$ cat config.mk
export PLATFORM = sky130hd
export DESIGN_NAME = uart_rx_buffered
export DESIGN_NICKNAME = d
export VERILOG_FILES = /design/src/rtl/uart_pkg.sv /design/src/rtl/sync_fifo.sv /design/src/rtl/uart_rx_buffered.sv
export SDC_FILE = /design/constraint.sdc
export NUM_CORES = 1
export LEC_CHECK = 0
export BUFFER_PORTS_ARGS = -buffer_cell sky130_fd_sc_hd__buf_2
export CORE_AREA = 2 2 122 124
export CTS_CLUSTER_DIAMETER = 120
export DETAILED_ROUTE_END_ITERATION = 8
export DIE_AREA = 0 0 124 126
export HOLD_SLACK_MARGIN = 0.02
export PLACE_DENSITY = 0.46
export REMOVE_ABC_BUFFERS = 1
export SLEW_MARGIN = 30
export SYNTH_ARGS = -nofsm -noshare
export SYNTH_HDL_FRONTEND = slang
export SYNTH_SLANG_ARGS = --single-unit
$ cat constraint.sdc
create_clock -name clk -period 7.8 [get_ports clk]
set_clock_uncertainty 0.1 [all_clocks]
set_input_delay 0.78 -clock clk [delete_from_list [all_inputs] [get_ports clk]]
set_output_delay 0.78 -clock clk [all_outputs]
set_load 0.05 [all_outputs]
$ cat src/rtl/uart_pkg.sv
// Shared UART definitions: receiver state encoding, frame constants and baud timing helpers.
package uart_pkg;

    localparam int   DATA_BITS  = 8;
    localparam logic STOP_LEVEL = 1'b1;

    typedef enum logic [2:0] {
        IDLE  = 3'd0,
        START = 3'd1,
        DATA  = 3'd2,
        STOP  = 3'd3,
        BREAK = 3'd4
    } rx_state_t;

    function automatic int bit_ticks(input int clock_freq, input int baud_rate);
        return clock_freq / baud_rate;
    endfunction

    function automatic int half_ticks(input int clock_freq, input int baud_rate);
        return bit_ticks(clock_freq, baud_rate) / 2;
    endfunction

endpackage

$ cat src/rtl/sync_fifo.sv
// First-word-fall-through synchronous FIFO; head word is read straight from storage,
// status flags are registered. A push into a full FIFO succeeds only when a pop frees the slot.
module sync_fifo #(
    parameter int WIDTH = 8,
    parameter int DEPTH = 8
) (
    input  logic                       clk,
    input  logic                       rst_n,
    input  logic                       push,
    input  logic [WIDTH-1:0]           push_data,
    input  logic                       pop,
    output logic [WIDTH-1:0]           pop_data,
    output logic                       valid,
    output logic                       full,
    output logic [$clog2(DEPTH):0]     count
);

    localparam int AW = $clog2(DEPTH);
    localparam int CW = $clog2(DEPTH) + 1;

    logic [WIDTH-1:0] mem_r [DEPTH];
    logic [AW-1:0]    wr_ptr_r;
    logic [AW-1:0]    rd_ptr_r;
    logic [CW-1:0]    count_r;
    logic [CW-1:0]    count_next_s;
    logic             valid_r;
    logic             full_r;
    logic             pop_ok_s;
    logic             push_ok_s;

    // Accept/refuse decisions and next occupancy.
    always_comb begin
        pop_ok_s     = valid_r && pop;
        push_ok_s    = push && (!full_r || pop_ok_s);
        count_next_s = count_r;
        case ({push_ok_s, pop_ok_s})
            2'b10:   count_next_s = count_r + CW'(1);
            2'b01:   count_next_s = count_r - CW'(1);
            default: count_next_s = count_r;
        endcase
    end

    // Pointers, occupancy and registered status flags.
    always_ff @(posedge clk or negedge rst_n) begin
        if (!rst_n) begin
            wr_ptr_r <= {AW{1'b0}};
            rd_ptr_r <= {AW{1'b0}};
            count_r  <= {CW{1'b0}};
            valid_r  <= 1'b0;
            full_r   <= 1'b0;
        end else begin
            if (push_ok_s) begin
                wr_ptr_r <= wr_ptr_r + AW'(1);
            end
            if (pop_ok_s) begin
                rd_ptr_r <= rd_ptr_r + AW'(1);
            end
            count_r <= count_next_s;
            valid_r <= (count_next_s != CW'(0));
            full_r  <= (count_next_s == CW'(DEPTH));
        end
    end

    // Storage; cleared on reset so the head byte reads 0 while empty after reset.
    always_ff @(posedge clk or negedge rst_n) begin
        if (!rst_n) begin
            for (int i = 0; i < DEPTH; i++) begin
                mem_r[i] <= {WIDTH{1'b0}};
            end
        end else if (push_ok_s) begin
            mem_r[wr_ptr_r] <= push_data;
        end
    end

    assign pop_data = mem_r[rd_ptr_r];
    assign valid    = valid_r;
    assign full     = full_r;
    assign count    = count_r;

endmodule

$ cat src/rtl/uart_rx_buffered.sv
// UART 8N1 receiver: synchronizes the RX line, reassembles LSB-first bytes mid-bit
// and buffers them in a FWFT FIFO; framing and overrun events are 1-cycle pulses.
module uart_rx_buffered
    import uart_pkg::*;
#(
    parameter int CLOCK_FREQ = 50_000_000,
    parameter int BAUD_RATE  = 115_200,
    parameter int FIFO_DEPTH = 8
) (
    input  logic                          clk,
    input  logic                          rst,
    input  logic                          serial_in,
    output logic [7:0]                    data_out,
    output logic                          data_out_valid,
    input  logic                          data_out_ready,
    output logic                          framing_error,
    output logic                          overrun,
    output logic [$clog2(FIFO_DEPTH):0]   fifo_count
);

    localparam int BIT_TICKS = bit_ticks(CLOCK_FREQ, BAUD_RATE);
    localparam int HALF      = half_ticks(CLOCK_FREQ, BAUD_RATE);
    localparam int CNT_W     = $clog2(BIT_TICKS);
    localparam logic [CNT_W-1:0] CNT_LAST = CNT_W'(BIT_TICKS - 1);
    localparam logic [CNT_W-1:0] CNT_MID  = CNT_W'(HALF - 1);

    logic             sync1_r;
    logic             sync2_r;
    rx_state_t        state_r;
    rx_state_t        state_next_s;
    logic [CNT_W-1:0] cnt_r;
    logic [2:0]       bit_idx_r;
    logic [7:0]       shift_r;
    logic             tick_s;
    logic             shift_en_s;
    logic             push_s;
    logic             ferr_s;
    logic             full_s;
    logic             framing_error_r;
    logic             overrun_r;

    assign tick_s = (cnt_r == CNT_LAST);

    // Next-state and per-cycle event decode; the line is only ever read through sync2_r.
    always_comb begin
        state_next_s = state_r;
        shift_en_s   = 1'b0;
        push_s       = 1'b0;
        ferr_s       = 1'b0;
        case (state_r)
            IDLE: begin
                if (!sync2_r) state_next_s = START;
                else          state_next_s = IDLE;
            end
            START: begin
                if (cnt_r == CNT_MID) state_next_s = sync2_r ? IDLE : DATA;
                else                  state_next_s = START;
            end
            DATA: begin
                if (tick_s) begin
                    shift_en_s   = 1'b1;
                    state_next_s = (bit_idx_r == 3'(DATA_BITS - 1)) ? STOP : DATA;
                end else begin
                    state_next_s = DATA;
                end
            end
            STOP: begin
                if (tick_s) begin
                    if (sync2_r == STOP_LEVEL) begin
                        push_s       = 1'b1;
                        state_next_s = IDLE;
                    end else begin
                        ferr_s       = 1'b1;
                        state_next_s = BREAK;
                    end
                end else begin
                    state_next_s = STOP;
                end
            end
            BREAK: begin
                if (sync2_r) state_next_s = IDLE;
                else         state_next_s = BREAK;
            end
            default: state_next_s = IDLE;
        endcase
    end

    // Synchronizer, FSM state, bit timing and shift register; a state change restarts the timer.
    always_ff @(posedge clk or negedge rst) begin
        if (!rst) begin
            sync1_r   <= 1'b1;
            sync2_r   <= 1'b1;
            state_r   <= IDLE;
            cnt_r     <= {CNT_W{1'b0}};
            bit_idx_r <= 3'd0;
            shift_r   <= 8'hFF;
        end else begin
            sync1_r <= serial_in;
            sync2_r <= sync1_r;
            state_r <= state_next_s;
            if ((state_next_s != state_r) || tick_s) begin
                cnt_r <= {CNT_W{1'b0}};
            end else begin
                cnt_r <= cnt_r + CNT_W'(1);
            end
            if (state_next_s != state_r) begin
                bit_idx_r <= 3'd0;
            end else if (shift_en_s) begin
                bit_idx_r <= bit_idx_r + 3'd1;
            end
            if (shift_en_s) begin
                shift_r <= {sync2_r, shift_r[7:1]};
            end
        end
    end

    // Event pulses; a drop happens only when full and the head is not leaving this cycle.
    always_ff @(posedge clk or negedge rst) begin
        if (!rst) begin
            framing_error_r <= 1'b0;
            overrun_r       <= 1'b0;
        end else begin
            framing_error_r <= ferr_s;
            overrun_r       <= push_s && full_s && !(data_out_valid && data_out_ready);
        end
    end

    sync_fifo #(
        .WIDTH (DATA_BITS),
        .DEPTH (FIFO_DEPTH)
    ) u_fifo (
        .clk       (clk),
        .rst_n     (rst),
        .push      (push_s),
        .push_data (shift_r),
        .pop       (data_out_ready),
        .pop_data  (data_out),
        .valid     (data_out_valid),
        .full      (full_s),
        .count     (fifo_count)
    );

    assign framing_error = framing_error_r;
    assign overrun       = overrun_r;

endmodule
==> flow_summary.rst <==
.. list-table::
   :header-rows: 1

   * - Metric
     - Value
   * - Status
     - finished, final reports clean
   * - Required time reported for the critical path endpoint
     - 7920 ps
   * - RR Startpoint
     - cnt_r[3]
   * - Effective utilization at floorplan
     - 0.3456
   * - Max clock buf depth
     - 2
   * - Area of the mapped netlist
     - 4947 um2
   * - Minimum clock period
     - 3154 ps
   * - TritonCTS clock tree
     - done
   * - Commonest cells in the netlist
     - sky130_fd_sc_hd__dfrtp_1, sky130_fd_sc_hd__mux2_2, sky130_fd_sc_hd__mux4_2, sky130_fd_sc_hd__nor3_1
   * - Cell type with the highest aggregate area in the netlist
     - sky130_fd_sc_hd__dfrtp_1
   * - Worst setup slack before clock tree synthesis
     - 4440 ps
   * - Clk sinks
     - 103
   * - Overall die area
     - 15620 um2
   * - Via count normalized by instance count
     - 5.143
   * - Net switching power
     - 394.5 uW
   * - Number of violations of the max-capacitance limit
     - 0
   * - Maximum clock frequency
     - 317.1 MHz
   * - Number of H-tree branching levels
     - 3
   * - Syn Area/Cell
     - 14.09 um2
   * - I/O pin cnt
     - 19
   * - HPWL after DPL
     - 6304 um
   * - Combined global-route utilization of all metal layers
     - 0.1435
   * - DRT Pass-1 Iters
     - 4
   * - Area added between synthesis and finish
     - 11.94%
   * - Gr ovfl total
     - 0
   * - Final routed DRC violation total
     - 0
   * - Share of synthesized area occupied by flip-flops and latches
     - 0.5235
   * - Worst hold path class
     - reg -> reg
   * - Flop pwr share
     - 0.460
   * - Least-Margin Pin Slew
     - 932.1 ps
   * - Utilization after layout
     - 0.3869
   * - Die width
     - 124 um
   * - Clock network fraction of total power
     - 0.362
   * - Worst path setup slack after routing
     - 4646 ps
   * - Root buffer selected by CTS
     - sky130_fd_sc_hd__clkbuf_16
   * - Share of the cycle needed by the critical path after routing
     - 0.4044
   * - Skew-Pair Late Insertion Delay
     - 350 ps
   * - Most instantiated flip-flop cell in the synthesis netlist
     - sky130_fd_sc_hd__dfrtp_1
   * - Synthesized instance count
     - 351
   * - Total negative slack for setup checks
     - 0 ps
   * - Setup repair after global routing missed its margin
     - false
   * - Clk pin slew, worst setup/hold paths
     - 70 ps
   * - Combinational Power Share
     - 0.178
   * - DRC violation total after the first TritonRoute iteration
     - 103
   * - Post-CTS Resized
     - 0
   * - Overall die height
     - 126 um
   * - Ys async rst share
     - 1.000
   * - Highest ir drop seen on vdd
     - 0.1798 mV
   * - Fin. max-slew vios
     - 0
   * - IO Port Bufs
     - 18
   * - Postcts setup bufs
     - 0
   * - Via count of the first global-routing pass
     - 2923
   * - Number of register bits inferred by synthesis
     - 103
   * - Launching instance or port of the critical path
     - cnt_r[3]
   * - Worst Hold Slack
     - 259.1 ps
   * - Total Routed Length
     - 10100 um
   * - Worst EP arrival
     - 3270 ps
   * - Post-detailed-route wirelength per cell
     - 18.27 um
   * - Leakage power of the design
     - 0.002545 uW
   * - Element type at the critical path start
     - flip-flop
   * - Worst setup path category
     - reg -> reg
   * - Slew HR
     - 0.3749
   * - Ys Warns
     - 0
   * - Number of synthesized flops with an enable pin
     - 0
   * - Yosys cell types
     - 52
   * - Core region area
     - 14310 um2
   * - Register-to-register path setup slack
     - 4650 ps
   * - Number of antenna violations at the first check in global routing
     - 0
   * - Proportion of layout cells with a drive suffix above 1
     - 0.4228
   * - Endpoints failing hold
     - 0
   * - Internal power consumption
     - 947.4 uW
   * - Number of CTS-inserted buffers
     - 9
   * - Number of placement rows
     - 44
   * - Diodes inserted
     - 0
   * - Number of buffers inserted for hold repair after clock tree synthesis
     - 0
   * - Final weighted congestion of routability-driven global placement
     - 0.7350
   * - Yosys top cell area share
     - 0.4704
   * - Final layout net count
     - 378
   * - Cell Area, Placed
     - 5214 um2
   * - Timing endpoint of the critical path
     - u_fifo.valid
   * - Crit Path Max Fanout
     - 6
   * - First-pass GRT wire length
     - 16460 um
   * - Vias after detailed routing
     - 2844
   * - Top post-synthesis cells by area
     - sky130_fd_sc_hd__dfrtp_1, sky130_fd_sc_hd__mux2_2, sky130_fd_sc_hd__mux4_2
   * - Dominant cell by count in the synthesized netlist
     - sky130_fd_sc_hd__dfrtp_1
   * - Switching share of power
     - 0.2940
   * - Largest net degree at the start of global routing
     - 62
   * - CP Capture Type
     - flip-flop
   * - Number of setup violations in the final report
     - 0
   * - Post-detailed-route count of antenna-violating nets
     - 0
   * - Cell Pwr Density
     - 242.3 nW/um2
   * - Worst flop-to-flop path endpoint
     - u_fifo.valid
   * - Final std cell area, no fill
     - 5538 um2
   * - Length in cells of the worst reg-to-reg path
     - 9
-- cells in the final DEF, fill, tap and decap left out, types with 2 or more instances in the layout --
cell                        instances
sky130_fd_sc_hd__ha_1              10
sky130_fd_sc_hd__and3_1             3
sky130_fd_sc_hd__xnor2_1           11
sky130_fd_sc_hd__bufinv_16          2
sky130_fd_sc_hd__nor2b_1            3
sky130_fd_sc_hd__mux2_1             2
sky130_fd_sc_hd__buf_4              4
sky130_fd_sc_hd__a21oi_1            5
sky130_fd_sc_hd__mux2_2            81
sky130_fd_sc_hd__mux2i_1            3
sky130_fd_sc_hd__nand3_1            6
sky130_fd_sc_hd__o21ai_0            2
sky130_fd_sc_hd__nor3_1            15
sky130_fd_sc_hd__nor2_1            10
sky130_fd_sc_hd__buf_2             17
sky130_fd_sc_hd__xor2_1             5
sky130_fd_sc_hd__mux4_2            16
sky130_fd_sc_hd__and2_1             2
sky130_fd_sc_hd__clkbuf_16          9
sky130_fd_sc_hd__nor4b_4            3
sky130_fd_sc_hd__and4b_1            2
sky130_fd_sc_hd__dfstp_2           10
sky130_fd_sc_hd__dfrtp_1           93
sky130_fd_sc_hd__nand4_1            7
sky130_fd_sc_hd__nand2_1           11
sky130_fd_sc_hd__inv_1              6
-- layer usage --
layer,GRT usage,routed length [um],vias up
li1,-,-,1331
met1,0.2036,5031,1471
met2,0.2146,4686,36
met3,0.04484,288,6
met4,0.03569,95,0
met5,0,0,-
-- per-stage QoR --
| step | std cells | power, uW |
|---|---|---|
| floorplan | 332 | 790.4 |
| global placement | 537 | 873.2 |
| detailed placement | 537 | 872.2 |
| CTS | 553 | 1370 |
| global route | 553 | 1418 |
| finish | 553 | 1342 |
-- state kept, by name, summed over array words and instances (netlist names) --
register,count
state_r,3
sync2_r,1
u_fifo.mem_r,64
sync1_r,1
u_fifo.wr_ptr_r,3
cnt_r,9
bit_idx_r,3
framing_error,1
u_fifo.rd_ptr_r,3
overrun,1
shift_r,8
u_fifo.full,1
u_fifo.valid,1
u_fifo.count,4
-- worst max-delay path, stage by stage, from the launching register on --
cell	delay (ps)
sky130_fd_sc_hd__dfrtp_1	440
sky130_fd_sc_hd__nor4b_2	500
sky130_fd_sc_hd__nand4_1	320
sky130_fd_sc_hd__ha_1	370
sky130_fd_sc_hd__xor2_1	180
sky130_fd_sc_hd__ha_1	270
sky130_fd_sc_hd__mux2_2	270
sky130_fd_sc_hd__nor2_1	110
sky130_fd_sc_hd__nor4b_1	330
sky130_fd_sc_hd__o211ai_1	130
-- power groups by stage --
stage	sequential (uW)	clock (uW)	combinational, uW
finish	617	486	238
global route	624	529	265
CTS	619	507	244
detailed placement	629	0	243
global placement	630	0	243
floorplan	669	0	121
-- cell families (layout without fill, tap and decap cells) --
kind of cell,after synthesis,count (layout),share of synthesized area
AO/OA/AOI/OAI,19,19,0.03136
XOR/XNOR,16,16,0.02832
adder cells (fa/ha/maj),10,10,0.02529
buffers and inverters,25,43,0.02048
flip-flops,103,103,0.5235
multiplexers,102,102,0.2678
AND/OR/NAND/NOR,76,76,0.1032
-- layout make-up --
class | instances | area (um2)
fill | 1377 | 8776
inverter | 6 | 22.52
tap | 184 | 230.2
clock inverter | 5 | 81.33
timing repair buffer | 21 | 115.1
sequential | 103 | 2590
multi-input combinational | 223 | 2256
clock buffer | 11 | 242.7
-- how the worst min path moves through the flow --
stage | from | endpoint | depth (start not counted)
2_1_floorplan | sync1_r | sync2_r | 0
3_3_place_gp | sync1_r | sync2_r | 0
3_5_place_dp | sync1_r | sync2_r | 0
4_1_cts | sync1_r | sync2_r | 0
5_1_grt | sync1_r | sync2_r | 0
6_report | sync1_r | sync2_r | 0
Note: power is estimated with default switching activity, not from simulation.
